### src/rtl/dc_hex_word_asm_pkg.sv
// dc_hex_word_asm_pkg: shared constants and state encoding for the hex word assembler.
package dc_hex_word_asm_pkg;
  localparam logic [1:0] ERR_NONE    = 2'b00;
  localparam logic [1:0] ERR_BADCHAR = 2'b01;
  localparam logic [1:0] ERR_OVF     = 2'b10;
  localparam logic [7:0] CHR_CR = 8'h0D;
  localparam logic [7:0] CHR_LF = 8'h0A;
  localparam logic [7:0] CHR_XL = 8'h78;
  localparam logic [7:0] CHR_XU = 8'h58;
  typedef enum logic [1:0] {COLLECT = 2'd0, SKIP = 2'd1, HOLD = 2'd2} state_t;
  function automatic logic is_term(input logic [7:0] c);
    return c == CHR_CR || c == CHR_LF;
  endfunction
endpackage

### src/rtl/dc_hex_word_asm_ascii_hex.sv
// dc_ascii_hex: combinational ASCII to hex nibble converter with digit-valid flag.
module dc_ascii_hex (
  input  logic [7:0] ASCII,
  output logic [3:0] HEX,
  output logic       HEX_FLG
);
  logic dig, alp;
  always_comb begin
    dig = ASCII >= 8'h30 && ASCII <= 8'h39;
    // folding to lower case maps 'A'-'F' onto 'a'-'f'
    alp = (ASCII | 8'h20) >= 8'h61 && (ASCII | 8'h20) <= 8'h66;
    HEX_FLG = dig | alp;
    HEX = dig ? ASCII[3:0] : alp ? ASCII[3:0] + 4'd9 : 4'h0;
  end
endmodule

### src/rtl/dc_hex_word_asm.sv
// dc_hex_word_asm: assembles hex characters MSB-first into a word, terminated by CR/LF.
// Optional "0x"/"0X" prefix acceptance enabled by defining DC_HEX_WORD_ASM_PREFIX_EN.
module dc_hex_word_asm
  import dc_hex_word_asm_pkg::*;
#(
  parameter int WORD_NIBBLES = 8
) (
  input  logic                              CLK,
  input  logic                              RST_N,
  input  logic [7:0]                        ASCII_IN,
  input  logic                              ASCII_VLD,
  output logic                              ASCII_RDY,
  output logic [4*WORD_NIBBLES-1:0]         DATA,
  output logic [$clog2(WORD_NIBBLES+1)-1:0] NIB_CNT,
  output logic                              DATA_VLD,
  input  logic                              DATA_RDY,
  output logic                              ERR,
  output logic [1:0]                        ERR_CODE
);
  localparam int CW = $clog2(WORD_NIBBLES+1);
  state_t state, state_n;
  logic [4*WORD_NIBBLES-1:0] acc, acc_n;
  logic [CW-1:0] cnt, cnt_n;
  logic [3:0] nib;
  logic is_hex, take, term, full, err_n, pfx, pfx_n, pfx_ok;
  logic [1:0] code_n;
  dc_ascii_hex u_conv (.ASCII(ASCII_IN), .HEX(nib), .HEX_FLG(is_hex));
  assign ASCII_RDY = state != HOLD;
  assign DATA_VLD = state == HOLD;
  assign DATA = acc;
  assign NIB_CNT = cnt;
  assign take = ASCII_VLD & ASCII_RDY;
  assign term = is_term(ASCII_IN);
  assign full = cnt == CW'(WORD_NIBBLES);
`ifdef DC_HEX_WORD_ASM_PREFIX_EN
  // prefix is legal only right after a lone leading '0'
  assign pfx_ok = (ASCII_IN == CHR_XL || ASCII_IN == CHR_XU) && cnt == CW'(1) && acc == '0 && !pfx;
`else
  assign pfx_ok = 1'b0;
`endif
  always_comb begin
    state_n = state;
    acc_n = acc;
    cnt_n = cnt;
    pfx_n = pfx;
    err_n = 1'b0;
    code_n = ERR_NONE;
    if ((state == HOLD && DATA_RDY) || (state == SKIP && take && term)) begin
      state_n = COLLECT;
      acc_n = '0;
      cnt_n = '0;
      pfx_n = 1'b0;
    end else if (state == COLLECT && take) begin
      if (is_hex && full) begin
        state_n = SKIP;
        err_n = 1'b1;
        code_n = ERR_OVF;
      end else if (is_hex) begin
        acc_n = {acc[4*WORD_NIBBLES-5:0], nib};
        cnt_n = cnt + CW'(1);
      end else if (term) begin
        state_n = cnt != '0 ? HOLD : COLLECT;
        pfx_n = 1'b0;
      end else if (pfx_ok) begin
        cnt_n = '0;
        pfx_n = 1'b1;
      end else begin
        state_n = SKIP;
        err_n = 1'b1;
        code_n = ERR_BADCHAR;
      end
    end
  end
  always_ff @(posedge CLK) begin
    if (!RST_N) begin
      state <= COLLECT;
      acc <= '0;
      cnt <= '0;
      pfx <= 1'b0;
      ERR <= 1'b0;
      ERR_CODE <= ERR_NONE;
    end else begin
      state <= state_n;
      acc <= acc_n;
      cnt <= cnt_n;
      pfx <= pfx_n;
      ERR <= err_n;
      ERR_CODE <= code_n;
    end
  end
endmodule

### config.mk
export PLATFORM = sky130hd
export DESIGN_NAME = dc_hex_word_asm
export DESIGN_NICKNAME = d
export VERILOG_FILES = /design/src/rtl/dc_hex_word_asm_pkg.sv /design/src/rtl/dc_hex_word_asm_ascii_hex.sv /design/src/rtl/dc_hex_word_asm.sv
export SDC_FILE = /design/constraint.sdc
export NUM_CORES = 1
export LEC_CHECK = 0
export ABC_AREA = 1
export CELL_PAD_IN_SITES_DETAIL_PLACEMENT = 2
export CELL_PAD_IN_SITES_GLOBAL_PLACEMENT = 2
export CORE_MARGIN = 2
export CORE_UTILIZATION = 29
export DETAILED_ROUTE_END_ITERATION = 7
export PLACE_DENSITY_LB_ADDON = 0.1
export SLEW_MARGIN = 20
export SYNTH_ARGS = -nofsm -noshare
export SYNTH_HDL_FRONTEND = slang
export SYNTH_HIERARCHICAL = 1
export SYNTH_SLANG_ARGS = --single-unit
### constraint.sdc
create_clock -name CLK -period 5 [get_ports CLK]
set_input_delay 1 -clock CLK [delete_from_list [all_inputs] [get_ports CLK]]
set_output_delay 1 -clock CLK [all_outputs]
set_load 0.02 [all_outputs]
==> run metrics, run 1 <==
status finished, final reports clean; Achievable Freq between 0.2 and 0.3 GHz; layout cells sized above 1 0.174; Hold Vio Cnt, Final 0; number of fill cells in the layout approximately 770; combinational share of power 0.081; CP arrival 3.52 ns; CTS tree yes; Post-Syn Instances between 200 and 250; hpwl dp around 3700 um; Vias 1738; post-route ant nets 0; routed wl met2 roughly 2400 um; Leakage just under 0.9 nW; WL met1 roughly 2300 um; Max FO, Critical Path 38; number of diodes 0; Synth top area share 0.418; Post-CTS Resized 0; register area share after synthesis 0.418; Async SR Flop Fraction 0; pwr dens 237 mW/mm2; Max IR drop VDD roughly 0.085 mV; Post-synth top cells 93 x nand2_1, 41 x dfxtp_1, 25 x a21oi_2; Hold Path Sink DATA[30]; H-tree levels 2; Rows 29; gr usage total 0.143; most common cell in the netlist nand2_1; DRT Pass-1 Iters 3; Yosys top cell by area dfxtp_1; Slew Viols, Final 0; # clock sinks 41; RSZ-0062 raised after global routing no; Synth area leaders dfxtp_1 42%, nand2_1 18%, a21oi_2 11%, a21oi_1 3.3%, nand3_1 3.3%; Setup violations, final 0; synthesis-stage register bit count 41; post-layout min period between 3 and 4 ns; sw frac 0.245; total grt overflow 0; Synth Area per Inst 7.92 um2; Clock Root Buffer clkbuf_8; DR vias/cell ~4.6; mapped cell area 0.00196 mm2; Die H between 80 and 90 um; Worst Hold Class reg2reg; top routing layer used met4; Starting Density 0.304; clock skew 0.00749 ns; Flop pwr share 0.542; Clock power frac 0.377; RR Endpoint NIB_CNT[3]; switching power 0.000149 W; CTS buffer count 5; Critical R2R Launch NIB_CNT[0]; Startpoint Class input pin; later-pin clock latency in the skew report 0.29 ns; vias in the first global route about 1900; hold depth 2; Worst Hold Slack around 0.47 ns; final cycle utilization of the critical path 0.673; Synth Net Count ~270; Reg clk slew, reported paths 0.08 ns; CP endpoint kind flip-flop; Pwr Total slightly above 0.0006 W; required time of the worst setup path approximately 5.2 ns; initial antenna violation count 0; Routed WL between 4000 and 5000 um; Pint 0.000459 W; WL/cell 13.0 um; CTS max path bufs 2; Synth Flop Type dfxtp_1; largest net degree at the start of global routing 39; number of flops mapped to enable cells by yosys 0; initial drt markers 65; Die X around 86 um; worst slew pin tran 0.712 ns; first-pass GRT wire length 8520 um; Reg2Reg Depth 9; Placer Congestion about 0.73; IO Port Bufs 52; hold path start DATA[30]; WL met3 approximately 170 um; Final nets roughly 320; Die Area ~0.0074 mm2; setup TNS 0 ns; Yosys cell types 21; Top Ports between 50 and 60; core footprint approximately 0.0065 mm2; flop-to-flop setup slack about 2.9 ns; max cap viols 0; postcts setup bufs 0; CTS hold repair buffers 0; kind of critical path in2reg; Synth warnings 6; Slew HR 0.524; synthesis-to-finish area growth 30.8%; drc violations 0
==> kinds of logic after synthesis <==
kind of cell,Yosys count,synth area share
DFF,41,0.418
xor gates and xnor gates,2,0.00892
buffers and inverters,32,0.103
and+or+nand+nor,129,0.285
AOI/OAI and AO/OA,39,0.154
adders and majority gates,5,0.0318
==> metrics by stage <==
stage               utilization  std cells  area [um2]  worst slack [ns]
global route              0.398        376        2570              1.38
CTS                       0.398        376        2570              1.60
floorplan                     -        248        1960              2.69
detailed placement        0.383        368        2470              1.30
finish                    0.398        376        2570              1.63
global placement          0.383        368        2470              1.36
==> registers in the layout, indices dropped and copies added, names as in the netlist <==
name and count:
ERR_CODE 2, DATA 32, ERR 1, state 2, NIB_CNT 4
==> worst max-delay path by stage <==
stage                     cells past startpoint  slack (ns)         end   startpoint
final                                        14        1.63  NIB_CNT[3]  ASCII_IN[0]
after global routing                         14        1.38  NIB_CNT[3]  ASCII_IN[0]
after CTS                                    14        1.60  NIB_CNT[3]  ASCII_IN[0]
after detailed placement                     14        1.30     DATA[2]  ASCII_IN[0]
after global placement                       14        1.36     DATA[4]  ASCII_IN[0]
after floorplan                              13        2.69    DATA[10]  ASCII_IN[0]
==> routing by layer <==
metal	up-vias	global-route usage
met5	-	0
met4	0	0.0426
met3	4	0.0314
met2	38	0.261
met1	817	0.167
li1	879	-
==> layout make-up <==
class / instances / area [um2] / area share
sequential: 41 / 821 / 0.319
clock buffer: 6 / 82.6 / 0.0321
inverter: 21 / 78.8 / 0.0307
tap: 77 / 96.3 / 0.0375
multi-input combinational: 175 / 942 / 0.367
clock inverter: 2 / 13.8 / 0.00536
timing repair buffer: 54 / 536 / 0.208
==> critical path: stages <==
cell             delay [ns]
clkdlybuf4s50_1        0.59
inv_1                  0.09
ha_1                   0.23
nand3_2                0.09
nand2_2                0.06
nor2_4                 0.12
inv_2                  0.05
nand2_1                0.12
nand2_2                0.10
nor2_4                 0.08
buf_4                  0.36
inv_2                  0.35
nand2_1                0.19
a21oi_2                0.06
==> layout by cell type (no fill, tap or decap), types with 2 or more instances in the layout <==
cell,n
xor2_1,2
nand3_2,4
nand2_2,3
a21oi_2,25
nand2_1,93
clkdlybuf4s50_1,52
inv_1,16
inv_2,5
nor2_4,2
a21oi_1,13
buf_4,2
nor2_1,11
clkbuf_8,6
ha_1,5
nand3_1,13
dfxtp_1,41
==> power by group through the flow <==
stage | Sequential [W] | Combinational, W | Clock [W]
2_1_floorplan | 0.000339 | 0.0000325 | 0
3_3_place_gp | 0.000338 | 0.0000503 | 0
3_5_place_dp | 0.000338 | 0.0000506 | 0
4_1_cts | 0.000330 | 0.0000509 | 0.000241
5_1_grt | 0.000330 | 0.0000555 | 0.000255
6_report | 0.000330 | 0.0000494 | 0.000230
Power figures use the tool's default switching activity.
==> run 2, diff against run 1 <==
- CORE_UTILIZATION: 29 -> 24
- clock period: 5 -> 3 ns (I/O delays scaled with it)
==> run 2 against run 1 <==
Effect of this change:
- hold slack better by 0.0016 ns
- via count grew 1.1%
- setup slack got worse by 1.1 ns
- final cell count grew 7.4%
- critical endpoint is now DATA[15]
- register-to-register slack worse by 1.6 ns
- non-clock buffer count grew 4
==> run metrics, run 2 (synthesis gave the netlist of run 1 again) <==
Cells after DPL 397 (was 368); Top Ports 53 (unchanged); CTS max path bufs 2 (unchanged); setup TNS 0 ns (unchanged); end of the critical path DATA[15] (was NIB_CNT[3]); gr usage total 0.126 (was 0.143); crit path cell chain clkdlybuf4s50_1, inv_1, ha_1, nand2_1, nand3_2, nand2_1, nand2_1, nand2_2, nor2_4, inv_2, nand2_1, a21oi_2 (was clkdlybuf4s50_1, inv_1, ha_1, nand3_2, nand2_2, nor2_4, inv_2, nand2_1, nand2_2, nor2_4, buf_4, inv_2, nand2_1, a21oi_2); IO Port Bufs 52 (unchanged); max cap viols 0 (unchanged); layout cells sized above 1 0.182 (was 0.174); number of diodes 0 (unchanged); pwr dens 406 mW/mm2 (was 237 mW/mm2); slowest stage delay, CP 0.50 ns (was 0.59 ns); kind of critical path in2reg (unchanged); CTS tree yes (unchanged); Critical R2R Launch NIB_CNT[0] (unchanged); DR vias/cell 4.35 (was 4.62); CP max stage cell clkdlybuf4s50_1 (unchanged); Post-CTS Resized 0 (unchanged); met3 global-route usage 0.0215 (was 0.0314); Routed WL 5250 um (was 4880 um); WP depth 12 (was 14); flop-to-flop setup slack 1.28 ns (was 2.90 ns); Worst Path Buf+Inv 3 (was 5); Vias 1757 (was 1738); worst slew pin tran 0.601 ns (was 0.712 ns); Rows 32 (was 29); most used cell, CP nand2_1; status finished, final reports clean (unchanged); Setup violations, final 0 (unchanged); initial drt markers 33 (was 65); DRT Pass-1 Iters 3 (unchanged); CP arrival 2.69 ns (was 3.52 ns); Die H 94.5 um (was 86.3 um); drc violations 0 (unchanged); postcts setup bufs 0 (unchanged); final cycle utilization of the critical path 0.820; CP endpoint kind flip-flop (unchanged); Hold Vio Cnt, Final 0 (unchanged); total grt overflow 0 (unchanged); grt peak-use layer met2 (unchanged); crit-path leading delay family buffers and inverters (unchanged); most common cell after layout, fill and taps aside nand2_1 (unchanged); Clock Root Buffer clkbuf_8 (unchanged); CTS hold repair buffers 0 (unchanged); WL/cell 13.0 um (about the same); Worst Hold Class reg2reg (unchanged); synthesis-to-finish area growth 35.0% (was 30.8%); Final nets 319 (was 315); vias in the first global route 1896 (was 1909); H-tree levels 2 (unchanged); RSZ-0062 raised after global routing no (unchanged); Starting Density 0.250 (was 0.304); Die Area 0.00892 mm2 (was 0.00745 mm2); required time of the worst setup path 3.23 ns (was 5.15 ns); Die X 94.5 um (was 86.3 um); RR Endpoint DATA[15] (was NIB_CNT[3]); Max IR drop VDD 0.196 mV (was 0.0846 mV); hpwl dp 3790 um (was 3650 um); Max FO, Critical Path 35 (was 38); Slew HR 0.599 (was 0.524); Startpoint Class input pin (unchanged); initial antenna violation count 0 (unchanged); Reg clk slew, reported paths 0.08 ns (about the same); GRT met1 Usage 0.147 (was 0.167); final instance count without filler cells 404 (was 376); post-layout min period around 2.5 ns; met2 usage 0.227 (was 0.261); hold depth 2 (unchanged); CTS buffer count 5 (unchanged); Slew Viols, Final 0 (unchanged); largest net degree at the start of global routing 39 (unchanged); clock skew 0.00820 ns (was 0.00749 ns); # clock sinks 41 (unchanged); first-pass GRT wire length 8830 um (was 8520 um); max FFs per register 32 (unchanged); Crit. Startpoint ASCII_IN[0] (unchanged); Placer Congestion 0.671 (was 0.728); commonest cells after routing, fill and taps aside 93 x nand2_1, 52 x clkdlybuf4s50_1, 41 x dfxtp_1 (unchanged); later-pin clock latency in the skew report 0.29 ns (about the same); Achievable Freq ~0.4 GHz; Reg2Reg Depth 8 (was 9); Leakage 0.921 nW (was 0.893 nW); post-route ant nets 0 (unchanged); core footprint 0.00785 mm2 (was 0.00646 mm2)
-- run 2: cell types whose count changed in the layout (fill, tap and decap cells not counted) --
cell / before / now
buf_4: 2 / 5
buf_12: 0 / 1
bufinv_16: 0 / 1
clkbuf_8: 6 / 5
clkinv_4: 1 / 0
-- run 2: how the worst min path moves through the flow --
stage,from,endpoint,slack (ns)
after global routing,DATA[31],DATA[31],0.51
after floorplan,state[1],state[1],0.46
after detailed placement,DATA[30],DATA[30],0.46
after CTS,DATA[31],DATA[31],0.48
after global placement,DATA[31],DATA[31],0.46
final,DATA[31],DATA[31],0.47
-- run 2: worst min-delay path, cell delays in order, from the launching register on --
cell,delay [ns]
dfxtp_1,0.32
nand2_1,0.07
a21oi_2,0.05
-- run 2: power by group --
group,switching (W),total (W),internal (W)
Clock,0.000195,0.000437,0.000242
Sequential,0.00000258,0.000550,0.000547
Combinational,0.0000529,0.0000892,0.0000363
Total,0.000250,0.00108,0.000826
-- run 2: metrics by stage --
stage | hold WS (ns) | util | area [um2] | power (W) | worst slack [ns]
after global placement | 0.460 | 0.325 | 2550 | 0.000653 | 0.252
after detailed placement | 0.464 | 0.325 | 2550 | 0.000654 | 0.178
final | 0.475 | 0.338 | 2650 | 0.00108 | 0.540
after global routing | 0.507 | 0.338 | 2650 | 0.00112 | 0.255
after CTS | 0.479 | 0.338 | 2650 | 0.00110 | 0.481
after floorplan | 0.460 | - | 1960 | 0.000619 | 1.09
-- run 2: layout make-up --
type / instances / area [um2]
clock buffer: 5 / 68.8
inverter: 21 / 78.8
fill: 961 / 5200
sequential: 41 / 821
tap: 102 / 128
timing repair buffer: 58 / 578
clock inverter: 2 / 35.0
multi-input combinational: 175 / 942
-- run 2: metal layers --
| metal | vias to the layer above | routed length (um) |
|---|---|---|
| li1 | 882 | - |
| met1 | 832 | 2320 |
| met2 | 36 | 2670 |
| met3 | 7 | 177 |
| met4 | 0 | 85 |
| met5 | - | 0 |
==> run 3, diff against run 2 <==
- CORE_UTILIZATION: 24 -> 27
- clock period: 3 -> 2.6 ns (I/O delays scaled with it)
==> run 3 against run 2 <==
Effect of this change:
- final area grew 0.71%
- sequential power grew 15%
- count of clock-buffer cells in the layout is the same
- clock skew shrank 0.00059 ns
- via count grew 1.5%
- routed wire length shrank 3.7%
==> run metrics, run 3 (synthesis gave the netlist of run 1 again) <==
status finished, final reports clean (unchanged); postcts setup bufs 0 (unchanged); Starting Density 0.275 (was 0.250); Final nets 322 (was 319); Max FO, Critical Path 35 (unchanged); initial antenna violation count 0 (unchanged); max cap viols 0 (unchanged); Worst Hold Class reg2reg (unchanged); setup TNS 0 ns (unchanged); later-pin clock latency in the skew report 0.29 ns (about the same); total grt overflow 0 (unchanged); gr usage total 0.137 (was 0.126); Top Ports 53 (unchanged); Die Area 0.00797 mm2 (was 0.00892 mm2); hold depth 2 (unchanged); synthesis-to-finish area growth 35.9% (was 35.0%); drc violations 0 (unchanged); Critical R2R Launch NIB_CNT[0] (unchanged); Hold Vio Cnt, Final 0 (unchanged); Worst Path Buf+Inv 5 (was 3); DR vias/cell 4.42 (was 4.35); initial drt markers 67 (was 33); Leakage 0.936 nW (was 0.921 nW); CP max stage cell clkdlybuf4s50_1 (unchanged); Max IR drop VDD 0.185 mV (was 0.196 mV); most common cell after layout, fill and taps aside nand2_1 (unchanged); post-route ant nets 0 (unchanged); final cycle utilization of the critical path 0.901; Pwr Total 0.00124 W (was 0.00108 W); H-tree levels 2 (unchanged); number of fill cells in the layout 857 (was 961); final core occ 0.374 (was 0.338); pwr dens 463 mW/mm2 (was 406 mW/mm2); hold path start DATA[28] (was DATA[31]); CTS max path bufs 2 (unchanged); Setup violations, final 0 (unchanged); Achievable Freq around 0.43 GHz; required time of the worst setup path 2.82 ns (was 3.23 ns); Vias 1784 (was 1757); CP endpoint kind flip-flop (unchanged); Reg2Reg Depth 8 (unchanged); RR Endpoint DATA[1] (was DATA[15]); CP arrival 2.56 ns (was 2.69 ns); Slew Viols, Final 0 (unchanged); crit path cell chain clkdlybuf4s50_1, inv_1, ha_1, inv_1, nand3_2, nand2_2, nor2_4, inv_2, nand2_1, nand2_2, nor2_4, inv_2, nand2_1, a21oi_2 (was clkdlybuf4s50_1, inv_1, ha_1, nand2_1, nand3_2, nand2_1, nand2_1, nand2_2, nor2_4, inv_2, nand2_1, a21oi_2); worst slew pin tran 0.588 ns (was 0.601 ns); Post-CTS Resized 0 (unchanged); post-layout min period about 2.3 ns; slowest stage delay, CP 0.47 ns (was 0.50 ns); Hold Path Sink DATA[28] (was DATA[31]); first-pass GRT wire length 8600 um (was 8830 um); crit-path leading delay family buffers and inverters (unchanged); DRT Pass-1 Iters 3 (unchanged); hpwl dp 3770 um (was 3790 um); Clock Root Buffer clkbuf_8 (unchanged); WL/cell 12.5 um (was 13.0 um); IO Port Bufs 52 (unchanged); clock skew 0.00761 ns (was 0.00820 ns); CTS tree yes (unchanged); CTS buffer count 5 (unchanged); # clock sinks 41 (unchanged); kind of critical path in2reg (unchanged); Startpoint Class input pin (unchanged); Reg clk slew, reported paths 0.08 ns (about the same); largest net degree at the start of global routing 39 (unchanged); vias in the first global route 1856 (was 1896); Die H 89.3 um (was 94.5 um); commonest cells after routing, fill and taps aside 93 x nand2_1, 52 x clkdlybuf4s50_1, 41 x dfxtp_1 (unchanged); CTS hold repair buffers 0 (unchanged); number of diodes 0 (unchanged); Placer Congestion 0.746 (was 0.671); Slew HR 0.607 (was 0.599); Rows 31 (was 32); max FFs per register 32 (unchanged); Die X 89.3 um (was 94.5 um); layout cells sized above 1 0.190 (was 0.182); Crit. Startpoint ASCII_IN[1] (was ASCII_IN[0]); RSZ-0062 raised after global routing no (unchanged); core footprint 0.00714 mm2 (was 0.00785 mm2); flop-to-flop setup slack 0.84 ns (was 1.28 ns); Routed WL 5050 um (was 5250 um)
==> run 3: cell types whose count changed in the layout (fill, tap and decap cells not counted) <==
cell and change:
buf_4 +3
==> run 3: worst max path at each step <==
stage	slack (ns)	cells after the start	end
3_5_place_dp	-0.11	14	DATA[1]
5_1_grt	0.02	14	DATA[1]
4_1_cts	0.19	14	DATA[1]
2_1_floorplan	0.77	13	DATA[10]
3_3_place_gp	0.01	14	DATA[4]
6_report	0.26	14	DATA[1]
==> run 3: metrics by stage <==
step	cells	setup WS [ns]	hold slack, ns	instance area (um2)
2_1_floorplan	248	0.772	0.460	1960
3_3_place_gp	397	0.0130	0.459	2570
3_5_place_dp	397	-0.110	0.461	2570
4_1_cts	404	0.186	0.479	2670
5_1_grt	404	0.0199	0.504	2670
6_report	404	0.258	0.470	2670
==> run 3: layer usage <==
metal / wire, um / GRT usage / up-vias
li1: - / - / 889
met1: 2270 / 0.167 / 858
met2: 2570 / 0.243 / 32
met3: 168 / 0.0342 / 5
met4: 42 / 0.0285 / 0
met5: 0 / 0 / -
==> run 3: worst reg2reg max path, delay by kind of cell, from the launching register on <==
| family | cells | cell delay [ns] |
|---|---|---|
| AOI/OAI and AO/OA | 1 | 0.15 |
| adders and majority gates | 1 | 0.21 |
| buffers and inverters | 2 | 0.52 |
| DFF | 1 | 0.36 |
| and+or+nand+nor | 4 | 0.44 |
==> run 3: where the power goes <==
group / internal [W] / leakage, nW / total, W / switching, W
clock network: 0.000279 / 0.0540 / 0.000496 / 0.000216
logic: 0.0000444 / 0.552 / 0.000106 / 0.0000611
registers: 0.000631 / 0.331 / 0.000634 / 0.00000296
==> run 3: cell type report <==
class                           count  area [um2]  share of cell area
Clock inverter                      2        35.0              0.0131
Inverter                           21        78.8              0.0295
Clock buffer                        5        68.8              0.0258
Sequential cell                    41         821               0.307
Timing Repair Buffer               61         601               0.225
Tap cell                           99         124              0.0464
Multi-Input combinational cell    175         942               0.353
